===== config.mk =====
export PLATFORM = sky130hd
export DESIGN_NAME = hazard_ctrl_mc
export DESIGN_NICKNAME = d
export VERILOG_FILES = /design/src/rtl/hazard_pkg.sv /design/src/rtl/fwd_sel.sv /design/src/rtl/hazard_ctrl_mc.sv
export SDC_FILE = /design/constraint.sdc
export NUM_CORES = 1
export LEC_CHECK = 0
export ABC_AREA = 1
export CAP_MARGIN = 0
export CORE_MARGIN = 2
export CORE_UTILIZATION = 39
export DETAILED_ROUTE_END_ITERATION = 8
export PLACE_DENSITY = 0.78
export SLEW_MARGIN = 20
export SYNTH_ARGS = -nofsm -noshare
export SYNTH_HDL_FRONTEND = slang
export SYNTH_SLANG_ARGS = --single-unit

===== constraint.sdc =====
create_clock -name CPU_CLK -period 1.65 [get_ports CPU_CLK]
set_input_delay 0.33 -clock CPU_CLK [delete_from_list [all_inputs] [get_ports CPU_CLK]]
set_output_delay 0.33 -clock CPU_CLK [all_outputs]
set_load 0.005 [all_outputs]

===== src/rtl/hazard_pkg.sv =====
// Shared types and constants for the hazard controller.
//   hz_state_e  : controller FSM state (RUN, LU, IMISS, DMISS)
//   stage_vec_t : one bit per pipeline stage (F, D, E, M, W), used for the
//                 stall and flush bundles
//   FWD_*       : operand-select codes driven on Forward1E / Forward2E
package hazard_pkg;

  typedef enum logic [1:0] {
    RUN   = 2'd0,
    LU    = 2'd1,
    IMISS = 2'd2,
    DMISS = 2'd3
  } hz_state_e;

  typedef struct packed {
    logic f;
    logic d;
    logic e;
    logic m;
    logic w;
  } stage_vec_t;

  localparam logic [1:0] FWD_REG = 2'b00;
  localparam logic [1:0] FWD_W   = 2'b01;
  localparam logic [1:0] FWD_M   = 2'b10;

endpackage


===== src/rtl/fwd_sel.sv =====
// Forwarding select for one E-stage source operand.
//   rs_used : source operand is actually read by the instruction in E
//   rs      : source register number in E
//   rd_m/wr_m, rd_w/wr_w : destination register and write-enable of M and W
//   sel     : FWD_M when M holds the newest value, else FWD_W, else FWD_REG
// x0 is never forwarded; M wins when both M and W match.
module fwd_sel
  import hazard_pkg::*;
#(
  parameter int unsigned REG_AW = 5
) (
  input  logic              rs_used,
  input  logic [REG_AW-1:0] rs,
  input  logic [REG_AW-1:0] rd_m,
  input  logic              wr_m,
  input  logic [REG_AW-1:0] rd_w,
  input  logic              wr_w,
  output logic [1:0]        sel
);

  always_comb begin
    sel = FWD_REG;
    if (rs_used && wr_m && (rd_m != '0) && (rs == rd_m)) begin
      sel = FWD_M;
    end else if (rs_used && wr_w && (rd_w != '0) && (rs == rd_w)) begin
      sel = FWD_W;
    end
  end

endmodule


===== src/rtl/hazard_ctrl_mc.sv =====
// Hazard controller for the 5-stage RV32I pipeline.
// Drives per-stage stall/flush and the E-stage forwarding selects, and tracks
// cache misses, multi-cycle load-use bubbles and redirects that land while an
// instruction fetch miss is outstanding.
//   CPU_CLK, CPU_RST_N          : clock, asynchronous active-low reset
//   ICacheMiss, DCacheMiss      : outstanding miss levels
//   BranchE, JalrE, JalD        : redirect in E, jal decoded in D
//   Rs*/Rd*, RegRead*, RegWrite*, MemToRegE : pipeline register metadata
//   Stall*/Flush*               : per-stage hold / clear
//   Forward1E, Forward2E        : E operand source (M, W or register file)
//   StallCycles                 : saturating count of cycles with StallF=1
module hazard_ctrl_mc
  import hazard_pkg::*;
#(
  parameter int unsigned REG_AW     = 5,
  parameter bit          FWD_EN     = 1'b1,
  parameter int unsigned LU_BUBBLES = 1,
  parameter int unsigned CNT_W      = 16
) (
  input  logic              CPU_CLK,
  input  logic              CPU_RST_N,
  input  logic              ICacheMiss,
  input  logic              DCacheMiss,
  input  logic              BranchE,
  input  logic              JalrE,
  input  logic              JalD,
  input  logic [REG_AW-1:0] Rs1D,
  input  logic [REG_AW-1:0] Rs2D,
  input  logic [REG_AW-1:0] Rs1E,
  input  logic [REG_AW-1:0] Rs2E,
  input  logic [REG_AW-1:0] RdE,
  input  logic [REG_AW-1:0] RdM,
  input  logic [REG_AW-1:0] RdW,
  input  logic [1:0]        RegReadD,
  input  logic [1:0]        RegReadE,
  input  logic [2:0]        RegWriteE,
  input  logic [2:0]        RegWriteM,
  input  logic [2:0]        RegWriteW,
  input  logic              MemToRegE,
  output logic              StallF,
  output logic              StallD,
  output logic              StallE,
  output logic              StallM,
  output logic              StallW,
  output logic              FlushF,
  output logic              FlushD,
  output logic              FlushE,
  output logic              FlushM,
  output logic              FlushW,
  output logic [1:0]        Forward1E,
  output logic [1:0]        Forward2E,
  output logic [CNT_W-1:0]  StallCycles
);

  // Extra bubbles still owed after the detection cycle.
  localparam logic [1:0]       LU_INIT = 2'(LU_BUBBLES - 1);
  localparam logic [CNT_W-1:0] CNT_ONE = CNT_W'(1);

  // True when rd is a real register that the D-stage instruction reads.
  function automatic logic src_hit(input logic [1:0]        used,
                                   input logic [REG_AW-1:0] rs1,
                                   input logic [REG_AW-1:0] rs2,
                                   input logic [REG_AW-1:0] rd);
    return (rd != '0) && ((used[1] && (rd == rs1)) || (used[0] && (rd == rs2)));
  endfunction

  hz_state_e        state_q, state_d;
  logic [1:0]       lu_cnt_q, lu_cnt_d;
  logic             redir_pend_q, redir_pend_d;
  logic [CNT_W-1:0] stall_cycles_q, stall_cycles_d;

  stage_vec_t stall_v, flush_v, stall_o, flush_o;
  logic [1:0] fwd1_sel, fwd2_sel;

  logic redirect, load_use, raw_any, interlock, lu_active;

  assign redirect  = BranchE | JalrE;
  assign load_use  = MemToRegE && src_hit(RegReadD, Rs1D, Rs2D, RdE);
  assign raw_any   = ((|RegWriteE) && src_hit(RegReadD, Rs1D, Rs2D, RdE)) ||
                     ((|RegWriteM) && src_hit(RegReadD, Rs1D, Rs2D, RdM)) ||
                     ((|RegWriteW) && src_hit(RegReadD, Rs1D, Rs2D, RdW));
  assign interlock = !FWD_EN && raw_any;
  // A countdown interrupted by a data miss picks up again once the miss clears.
  assign lu_active = (state_q == LU) || ((state_q == DMISS) && (lu_cnt_q != 2'd0));

  // NOTE: every output of this block gets a default first, so no path leaves
  // a signal unassigned and no latch is inferred.
  always_comb begin
    state_d      = state_q;
    lu_cnt_d     = lu_cnt_q;
    redir_pend_d = redir_pend_q;
    stall_v      = '0;
    flush_v      = '0;

    if (DCacheMiss) begin
      // Freeze the whole pipe; countdown and pending redirect are kept.
      stall_v = '1;
      state_d = DMISS;
    end else if (redirect) begin
      flush_v.d    = 1'b1;
      flush_v.e    = 1'b1;
      lu_cnt_d     = 2'd0;
      redir_pend_d = ICacheMiss;
      state_d      = RUN;
    end else if (lu_active || load_use || interlock) begin
      stall_v.f = 1'b1;
      stall_v.d = 1'b1;
      flush_v.e = 1'b1;
      if (lu_active) begin
        lu_cnt_d = lu_cnt_q - 2'd1;
      end else if (load_use) begin
        lu_cnt_d = LU_INIT;
      end
      state_d = (lu_cnt_d != 2'd0) ? LU : RUN;
    end else begin
      if (ICacheMiss) begin
        // Hold the PC and feed a bubble into D while the line is fetched.
        stall_v.f = 1'b1;
        flush_v.d = 1'b1;
        state_d   = IMISS;
      end else begin
        flush_v.d = JalD;
        state_d   = RUN;
      end
      // The fetch in flight at redirect time is from the old path: keep D
      // flushed until that miss returns, and drop its result once more.
      if (redir_pend_q) begin
        flush_v.d = 1'b1;
        if (!ICacheMiss) begin
          redir_pend_d = 1'b0;
        end
      end
    end
  end

  // Outputs are a pure function of state and inputs, so holding reset low
  // forces the flush-everything pattern without waiting for a clock.
  assign stall_o = CPU_RST_N ? stall_v : '0;
  assign flush_o = CPU_RST_N ? flush_v : '1;

  assign StallF = stall_o.f;
  assign StallD = stall_o.d;
  assign StallE = stall_o.e;
  assign StallM = stall_o.m;
  assign StallW = stall_o.w;
  assign FlushF = flush_o.f;
  assign FlushD = flush_o.d;
  assign FlushE = flush_o.e;
  assign FlushM = flush_o.m;
  assign FlushW = flush_o.w;

  always_comb begin
    stall_cycles_d = stall_cycles_q;
    if (stall_o.f && (stall_cycles_q != '1)) begin
      stall_cycles_d = stall_cycles_q + CNT_ONE;
    end
  end

  // NOTE: state registers use non-blocking assignments so every flop samples
  // the values from before the edge, independent of statement order.
  always_ff @(posedge CPU_CLK or negedge CPU_RST_N) begin
    if (!CPU_RST_N) begin
      state_q        <= RUN;
      lu_cnt_q       <= 2'd0;
      redir_pend_q   <= 1'b0;
      stall_cycles_q <= '0;
    end else begin
      state_q        <= state_d;
      lu_cnt_q       <= lu_cnt_d;
      redir_pend_q   <= redir_pend_d;
      stall_cycles_q <= stall_cycles_d;
    end
  end

  assign StallCycles = stall_cycles_q;

  fwd_sel #(.REG_AW(REG_AW)) u_fwd1 (
    .rs_used (RegReadE[1]),
    .rs      (Rs1E),
    .rd_m    (RdM),
    .wr_m    (|RegWriteM),
    .rd_w    (RdW),
    .wr_w    (|RegWriteW),
    .sel     (fwd1_sel)
  );

  fwd_sel #(.REG_AW(REG_AW)) u_fwd2 (
    .rs_used (RegReadE[0]),
    .rs      (Rs2E),
    .rd_m    (RdM),
    .wr_m    (|RegWriteM),
    .rd_w    (RdW),
    .wr_w    (|RegWriteW),
    .sel     (fwd2_sel)
  );

  // Interlock mode never forwards: operands always come from the register file.
  assign Forward1E = (FWD_EN && CPU_RST_N) ? fwd1_sel : FWD_REG;
  assign Forward2E = (FWD_EN && CPU_RST_N) ? fwd2_sel : FWD_REG;

endmodule


* Word level (Yosys, flattened, before mapping)
Cells that the tools add are included.
** Cells by class
- Add/sub/neg operators :: 2
- Multipliers :: 0
- Div/mod/pow operators :: 0
- $lt $le $gt $ge :: 0
- Equal/unequal tests :: 10
- Shift-type cells :: 0
- Multiplexer cells :: 34
- Bitwise logic cells :: 2
- Reduce and logical (&&, ||, !) cells :: 31
** Operators by type and width (number)
- $mux 2 :: 19
- $eq 5x5->1 :: 6
- $logic_and 1x1->1 :: 18
- $add 16x1->16 const B :: 1
- $ne 16x16->1 const B :: 1
- $reduce_bool 5->1 :: 3
- $mux 1 :: 12
- $mux 5 :: 2
- $reduce_bool 2->1 :: 3
- $reduce_or 3->1 :: 2
- $reduce_and 2->1 :: 2
- $logic_or 1x1->1 :: 3
- $mux 3 :: 1
- $eq 2x1->1 const B :: 1
- $eq 2x2->1 const B :: 1
- $ne 2x2->1 const B :: 1
- $sub 2x1->2 const B :: 1
- $not 1->1 :: 1
- $or 1x1->1 :: 1
** Word-level totals
- Flip-flop bits (word level) :: 21
- Bits in latches :: 0
- Bits in writable memories :: 0
- Memory bits (read-only) :: 0
- Input port bits :: 56
- Output and inout port bits :: 30
- Logic and storage cells :: 83
- Memories kept :: 0

* Longest topological paths before layout
Gate-level depths: netlist (run 1).
- Depth after elaboration :: 15
- Depth in mapped cells :: 14

* Cells and area by module
From an unflattened synthesis (run 1), not the netlist that was laid out.
** Second synthesis, totals
- Cell total of the unflattened synthesis :: 357
- Area, all modules :: 2057.0 µm²
** Modules (own cells, without submodules)
- hazard_ctrl_mc :: instances 1, cells each 245, area an instance 1604.0 µm², seq. area each 525.5 µm²
- fwd_sel :: instances 2, cells each 56, area an instance 226.5 µm², seq. area each 0.0 µm²

* Least setup slack after synthesis (run 1)
OpenSTA, ideal clock, no wires.
- Path kind :: register to register
- From :: register stall_cycles_q[0] (netlist: StallCycles[0])
- To :: register stall_cycles_q[15] (netlist: StallCycles[15])
- Arrival :: 1485 ps
- Required time :: 1533 ps
- Setup slack :: 48 ps
- Cell stages (with the launch flop) :: 10
- Buffers on the path :: 1
- Period minus slack after synthesis :: 1602 ps
- Path through :: dfrtp_1 ha_1 nand3_2 nor3_2 inv_2 nor2_4 nand4_4 buf_2 nand3_1 nand2_1
** Between the ends
- Longest elaborated chain between the ends :: 2
** Ends and longest elaborated chain
- start: declaration :: line hazard_ctrl_mc.sv:70 : logic [CNT_W-1:0] stall_cycles_q, stall_cycles_d;
- start signal: assignment :: line hazard_ctrl_mc.sv:171 : stall_cycles_q <= stall_cycles_d;
- parallel branches: the longest is 2 deep, another holds $add 16x1->16
Several ways; the timed one is not identified.
A chain may end at the register's enable or synchronous reset.

* Worst setup path after layout (run 1)
- From :: register lu_cnt_q[0]
- To :: output FlushE
** Between the ends
- Longest elaborated chain between the ends :: 8
** Ends and longest elaborated chain
- start: declaration :: line hazard_ctrl_mc.sv:68 : logic [1:0] lu_cnt_q, lu_cnt_d;
- start signal: assignment :: line hazard_ctrl_mc.sv:169 : lu_cnt_q <= lu_cnt_d;
- $reduce_bool 2->1 :: line hazard_ctrl_mc.sv:84 : assign lu_active = (state_q == LU) || ((state_q == DMISS) && (lu_cnt_q != 2'd0));
- $logic_and 1x1->1 :: line hazard_ctrl_mc.sv:84
- $logic_or 1x1->1 :: line hazard_ctrl_mc.sv:84
- $logic_or 1x1->1 :: line hazard_ctrl_mc.sv:105 : end else if (lu_active || load_use || interlock) begin
- $mux 1 :: line hazard_ctrl_mc.sv:105
- $mux 2 :: line hazard_ctrl_mc.sv:99 : end else if (redirect) begin
- $mux 2 :: line hazard_ctrl_mc.sv:95 : if (DCacheMiss) begin
- $mux 5 :: line hazard_ctrl_mc.sv:139 : assign flush_o = CPU_RST_N ? flush_v : '1;
- end: declaration :: line hazard_ctrl_mc.sv:47 : output logic FlushE,
No other way between the ends.

==> flow_summary_export.csv, run 1 <==
group,metric,value,unit
synth,netlist_area,0.00197,mm²
synth,synthTopCellsByCount,"nand2_1, inv_1, nand3_1",
global_routing,grt_use_total,23.7,%
setup_path,worst_path_max_delay_cell,"dfrtp_1",
global_routing,gr-usage-met2,43.3,%
global_routing,grt-ovfl-total,0,
floorplanning,die-area,0.00563,mm²
clock_tree,clk_pin_slew_worst_paths,80,ps
synth,synth_cell_types,31,
run,maxCapViolCount,0,
setup_path,reg2reg_to,"state_q[0]",
pwr,leakagePower,1.83,nW
setup_path,cpPeakStageDelay,400,ps
route,vias,2493,
setup_path,r2r_slack,-150,ps
setup_path,cp-start-kind,"flip-flop",
place,io_buffers,82,
synth,yosys.area.top_type,"dfrtp_1",
synth,syn_inst,312,
route,ant_nets,0,
sta,finalSetupTns,-911,ps
setup_path,r2r_cells,12,
clock_tree,numCtsBuffers,3,
sta,rsz0062_at_grt,"yes",
cells_and_area,layout-drive-gt1-share,43.8,%
cells_and_area,num_antenna_cells,0,
cells_and_area,seqCellArea,527,µm²
cells_and_area,fin_cells,519,
setup_path,cp_cell_sequence,"inv_2 -> ha_4 -> nand2_4 -> nand2_4 -> a21boi_4 -> nand2_2 -> nand2_2 -> nand2_1 -> buf_2",
global_routing,grt_pass1_vias,2442,
clock_tree,cts_root_buf,"clkbuf_8",
sta,setup_viol,9,
synth,yosysTopAreaCellShare,26.7,%
global_routing,grtUsageMet1,29.6,%
cells_and_area,n_fill_cell,343,
floorplanning,design.core.area,0.00479,mm²
sta,maxSlewHeadroom,74.8,%
global_routing,grt_pass1_wl,10.5,mm
synth,yosysWarnings,0,
global_routing,busiest_layer,"met2",
sta,hold_viol,0,
floorplanning,die_h,75.1,µm
global_routing,grtUsageMet3,3.21,%
route,via_per_inst,4.80,
setup_path,required,1320,ps
cells_and_area,nNetsFinal,511,
synth,synth_fp_nets,370,
clock_tree,clock_sinks,21,
synth,synth.area.top_cells,"dfrtp_1, nand2_1, inv_1",
cells_and_area,fin_util,75.1,%
synth,async_reset_ff_share,100,%
cells_and_area,multiInputGateArea,0.00149,mm²
synth,ys_seq_area_share,26.7,%
sta,drv_slew,0,
clock_tree,htreeDepth,1,
synth,synth_most_common_cell,"nand2_1",
synth,avgSynthCellArea,6.31,µm²
route,wl_per_cell,12.9,µm
cells_and_area,areaGrowthSynthToFinish,82.4,%
floorplanning,start_util,41.2,%
sta,layout_min_cycle_time,1810,ps
route,first_pass_iters,4,
pwr,total_power,1.95,mW
floorplanning,rows,25,
sta,timing.clock.skew,1.20,ps
outcome,status,"finished, violations left",
clock_tree,insertion_delay,260,ps
sta,fin_crit_sh,110,%
outcome,violations,"negative setup slack",
route,detail_route.iter0.violations,98,
setup_path,r2r_start,"lu_cnt_q[0]",
synth,synth_edf_count,0,
place,gp_congestion,0.885,
global_routing,grt_max_degree,20,
pwr,ir_drop,0.452,mV
synth,ys.flop_type,"dfrtp_1",
sta,tightest_slew,374,ps
setup_path,crit_family,"flip-flops",
route,routed_wl,6.71,mm
clock_tree,cts_tree,"done",
route,route.detailed.drc,0,
sta,layout_setup_ws,-164,ps
setup_path,crit_fanout,3,
global_routing,grt_antenna_before_repair,0,
clock_tree,clockBufferDepth,2,
setup_path,path_buf_inv,2,
floorplanning,die_w,75.1,µm
synth,synth-seq-cells,21,
setup_path,critPathKind,"flip-flop to output pin",
floorplanning,io_pins,86,
sta,fmax,551,MHz
min_path,holdCritPathClass,"primary input to asynchronous set/reset pin",
setup_path,cp-end-kind,"output pin",
pwr,power_density,543,mW/mm²
place,place_inst,490,
setup_path,cp.arrival,1480,ps
place,dp_hpwl,4.57,mm
-- cell usage in the layout (no fill, tap or decap), types with 17 or more instances in the layout --
master           Yosys  layout
buf_2                1      19
buf_4                6      51
buf_6                1      21
clkdlybuf4s50_1      0      17
dfrtp_1             21      20
inv_1               47      30
inv_2                6      21
nand2_1             99      82
nand3_1             30      23
-- worst max-delay path by stage --
stage,from,to,slack [ps],cells after the start
2_1_floorplan,StallCycles[0],StallCycles[15],50,9
3_3_place_gp,RdW[2],Forward1E[0],-980,9
3_5_place_dp,RdW[2],Forward1E[0],-940,9
4_1_cts,lu_cnt_q[0],FlushE,-180,9
5_1_grt,lu_cnt_q[0],FlushE,-260,9
6_report,lu_cnt_q[0],FlushE,-160,9
-- registers in the layout (all words and copies together), names as in the netlist --
signal and cells:
StallCycles 16, state_q 2, lu_cnt_q 2, redir_pend_q 1
-- layer usage --
metal / share of wire [%] / vias up
met4: 1.4 / 0
li1: - / 1267
met2: 53 / 74
met1: 42 / 1139
met5: 0 / -
met3: 4.1 / 13
-- cell families after synthesis --
logic type | synth area share [%]
fa+ha+maj | 1.27
compound gates | 6.67
buf+inv | 13.2
flops | 26.7
simple gates | 43.7
xor+xnor | 8.45
-- area by class of cell --
type	instances	share of cell area [%]
Inverter	53	5.68
Tap cell	67	2.33
Sequential cell	21	14.7
Multi-Input combinational cell	230	41.5
Timing Repair Buffer	144	34.6
Clock buffer	4	1.25
-- metrics by stage --
stage | hold WS, ps | cell area [µm²] | worst slack (ps)
after detailed placement | 503 | 3090 | -940
after global placement | 474 | 3090 | -980
after global routing | 123 | 3590 | -257
final | 107 | 3590 | -164
after floorplan | 34.4 | 1970 | 48.2
after CTS | 134 | 3360 | -183
-- report_power, final --
group | internal, mW | total (mW) | switching [mW]
Combinational | 0.518 | 0.952 | 0.435
Sequential | 0.580 | 0.656 | 0.0751
Clock | 0.172 | 0.343 | 0.171
-- worst register-to-register path, cell delays in order (launching register included) --
cell and delay [ps]:
dfrtp_1 400, inv_2 80, ha_4 130, nand2_4 50
nand2_4 80, nand3_2 90, buf_4 140, buf_4 120
buf_4 120, buf_4 120, buf_4 120, buf_4 120
a21boi_0 110
-- repair_timing --
item                                   in CTS  in global routing
endpoints found under the hold margin       0                  1
pin swaps                                  56                 24
setup endpoints to repair                  32                 33
hold buffers                                0                  1
gates resized for setup                   246                 73
buffers inserted                           24                  3
Power figures use the tool's default switching activity.
==> run 2, diff against run 1 <==
Settings changed: CORE_ASPECT_RATIO set to 0.6.
==> run 2 against run 1 <==
Net effect: register-to-register slack hardly changed; clock-buffer cell count is 1 lower; highest routed layer unchanged; the run still ends with negative setup slack left; routed wire length is 39% higher; clock power is 6.4% higher.
==> flow_summary_export.csv, run 2 (synthesis gave the netlist of run 1 again) <==
group,metric,value,unit
place,dp_hpwl,4.92,mm
pwr,total_power,2.13,mW
cells_and_area,final_common_cell,"nand2_1",
clock_tree,clockBufferDepth,2,
cells_and_area,layout_common_cells,"nand2_1, buf_4, inv_1, nand3_1",
sta,layout_min_cycle_time,1940,ps
place,gp_congestion,0.937,
global_routing,grt_pass1_wl,12.1,mm
floorplanning,die_w,95.7,µm
place,place_area,0.00307,mm²
route,vias,2896,
setup_path,cp.arrival,1610,ps
setup_path,reg2reg_to,"state_q[1]",
setup_path,cp_cell_sequence,"inv_2 -> ha_4 -> nand2_2 -> nand2_2 -> a21boi_2 -> nand2_2 -> nand2_2 -> nand2_1 -> buf_2",
route,detail_route.iter0.violations,358,
route,ant_nets,0,
pwr,power_density,571,mW/mm²
clock_tree,htreeDepth,1,
setup_path,required,1320,ps
setup_path,worst_path_max_delay_cell,"dfrtp_1",
setup_path,cp-end-kind,"output pin",
cells_and_area,num_antenna_cells,0,
cells_and_area,multiInputGateArea,0.00159,mm²
floorplanning,io_pins,86,
cells_and_area,seqCellArea,536,µm²
setup_path,r2r_start,"lu_cnt_q[0]",
global_routing,grt_use_total,27.8,%
min_path,holdCritPathClass,"primary input to asynchronous set/reset pin",
route,via_per_inst,5.63,
route,first_pass_iters,6,
setup_path,critPathLaunch,"lu_cnt_q[0]",
cells_and_area,largest_reg_flops,16,
global_routing,grt_antenna_before_repair,0,
pwr,ir_drop,0.492,mV
floorplanning,design.core.area,0.00471,mm²
floorplanning,start_util,41.8,%
sta,drv_slew,0,
route,routed_wl,9.35,mm
cells_and_area,fin_util,79.3,%
setup_path,cpPeakStageDelay,420,ps
clock_tree,postCtsHoldBufs,0,
setup_path,r2r_cells,12,
outcome,status,"finished, violations left",
place,place_inst,484,
sta,layout_setup_ws,-292,ps
setup_path,r2r_slack,-150,ps
route,wl_per_cell,18.2,µm
setup_path,cp-start-kind,"flip-flop",
sta,maxSlewHeadroom,71.5,%
run,maxCapViolCount,0,
sta,hold_viol,0,
setup_path,path_common_cell,"nand2_2",
clock_tree,cts_tree,"done",
route,route.detailed.drc,0,
sta,rsz0062_at_grt,"yes",
sta,setup_viol,25,
cells_and_area,final_cell_area,0.00373,mm²
place,io_buffers,82,
cells_and_area,layout-drive-gt1-share,45.7,%
sta,timing.clock.skew,12.4,ps
outcome,violations,"negative setup slack",
cells_and_area,n_fill_cell,279,
floorplanning,die_h,59.0,µm
clock_tree,insertion_delay,280,ps
global_routing,grt_max_degree,21,
pwr,leakagePower,1.83,nW
cells_and_area,fin_cells,514,
global_routing,grt-ovfl-total,0,
setup_path,crit_fanout,3,
clock_tree,numCtsBuffers,3,
global_routing,grt_pass1_vias,2478,
floorplanning,rows,19,
setup_path,critPathKind,"flip-flop to output pin",
clock_tree,clock_sinks,21,
sta,tightest_slew,424,ps
clock_tree,cts_root_buf,"clkbuf_8",
cells_and_area,nNetsFinal,510,
cells_and_area,areaGrowthSynthToFinish,89.5,%
sta,fmax,515,MHz
clock_tree,clk_pin_slew_worst_paths,90,ps
floorplanning,die-area,0.00565,mm²
sta,fin_crit_sh,118,%
## run 2: cell types whose count changed in the layout (fill, tap and decap cells not counted), moves of 4 or more
| cell | previous run | this run |
|---|---|---|
| clkdlybuf4s50_1 | 17 | 21 |
| dfrtp_2 | 1 | 8 |
| nand2_2 | 16 | 24 |
| nor3_2 | 3 | 8 |
| dfrtp_1 | 20 | 13 |
| o21ai_1 | 4 | 0 |
| buf_4 | 51 | 35 |
| nor3_1 | 8 | 4 |
| nand3_2 | 9 | 5 |
| nand2_1 | 82 | 73 |
## run 2: final cells by class
type | count | share of cell area (%)
Tap cell | 63 | 2.11
Inverter | 53 | 5.40
Multi-Input combinational cell | 231 | 42.5
Sequential cell | 21 | 14.3
Timing Repair Buffer | 142 | 34.4
Clock inverter | 1 | 0.134
Clock buffer | 3 | 1.11
## run 2: metal layers
layer  routed length, µm  global-route usage, %
met3                1040                   5.22
met5                   0                      0
met4                 407                   4.69
met1                3620                   38.6
met2                4290                   46.5
## run 2: worst max path at each step
stage                            to  cells after the start
floorplan           StallCycles[15]                      9
finish                       FlushE                      9
CTS                          FlushD                     10
global route                 FlushE                      9
detailed placement           FlushE                     12
global placement             FlushE                     12
## run 2: timing repair
item                       4_1_cts  5_1_grt
setup endpoints to repair       32       31
cloned                           1        3
gates resized for setup        225       96
setup buffers                   17        7
pin swaps                       49       39
## run 2: critical path, delay by kind of cell, from the launching register on
kind / cells / cell delay [ps]
flops: 1 / 420
fa+ha+maj: 1 / 130
compound gates: 1 / 190
buf+inv: 2 / 220
simple gates: 5 / 380
## run 2: through the flow
step	worst slack, ps	hold slack, ps	setup TNS, ps
global placement	-834	486	-21060
detailed placement	-868	487	-21750
finish	-292	203	-3780
CTS	-237	221	-996
floorplan	48.2	34.4	0
global route	-337	219	-4940
## run 2: power by group
part	switching [mW]	leakage, nW	internal [mW]	total, mW
combinational	0.519	1.54	0.554	1.07
sequential	0.108	0.267	0.586	0.694
clock	0.196	0.0255	0.169	0.365
total	0.823	1.83	1.31	2.13
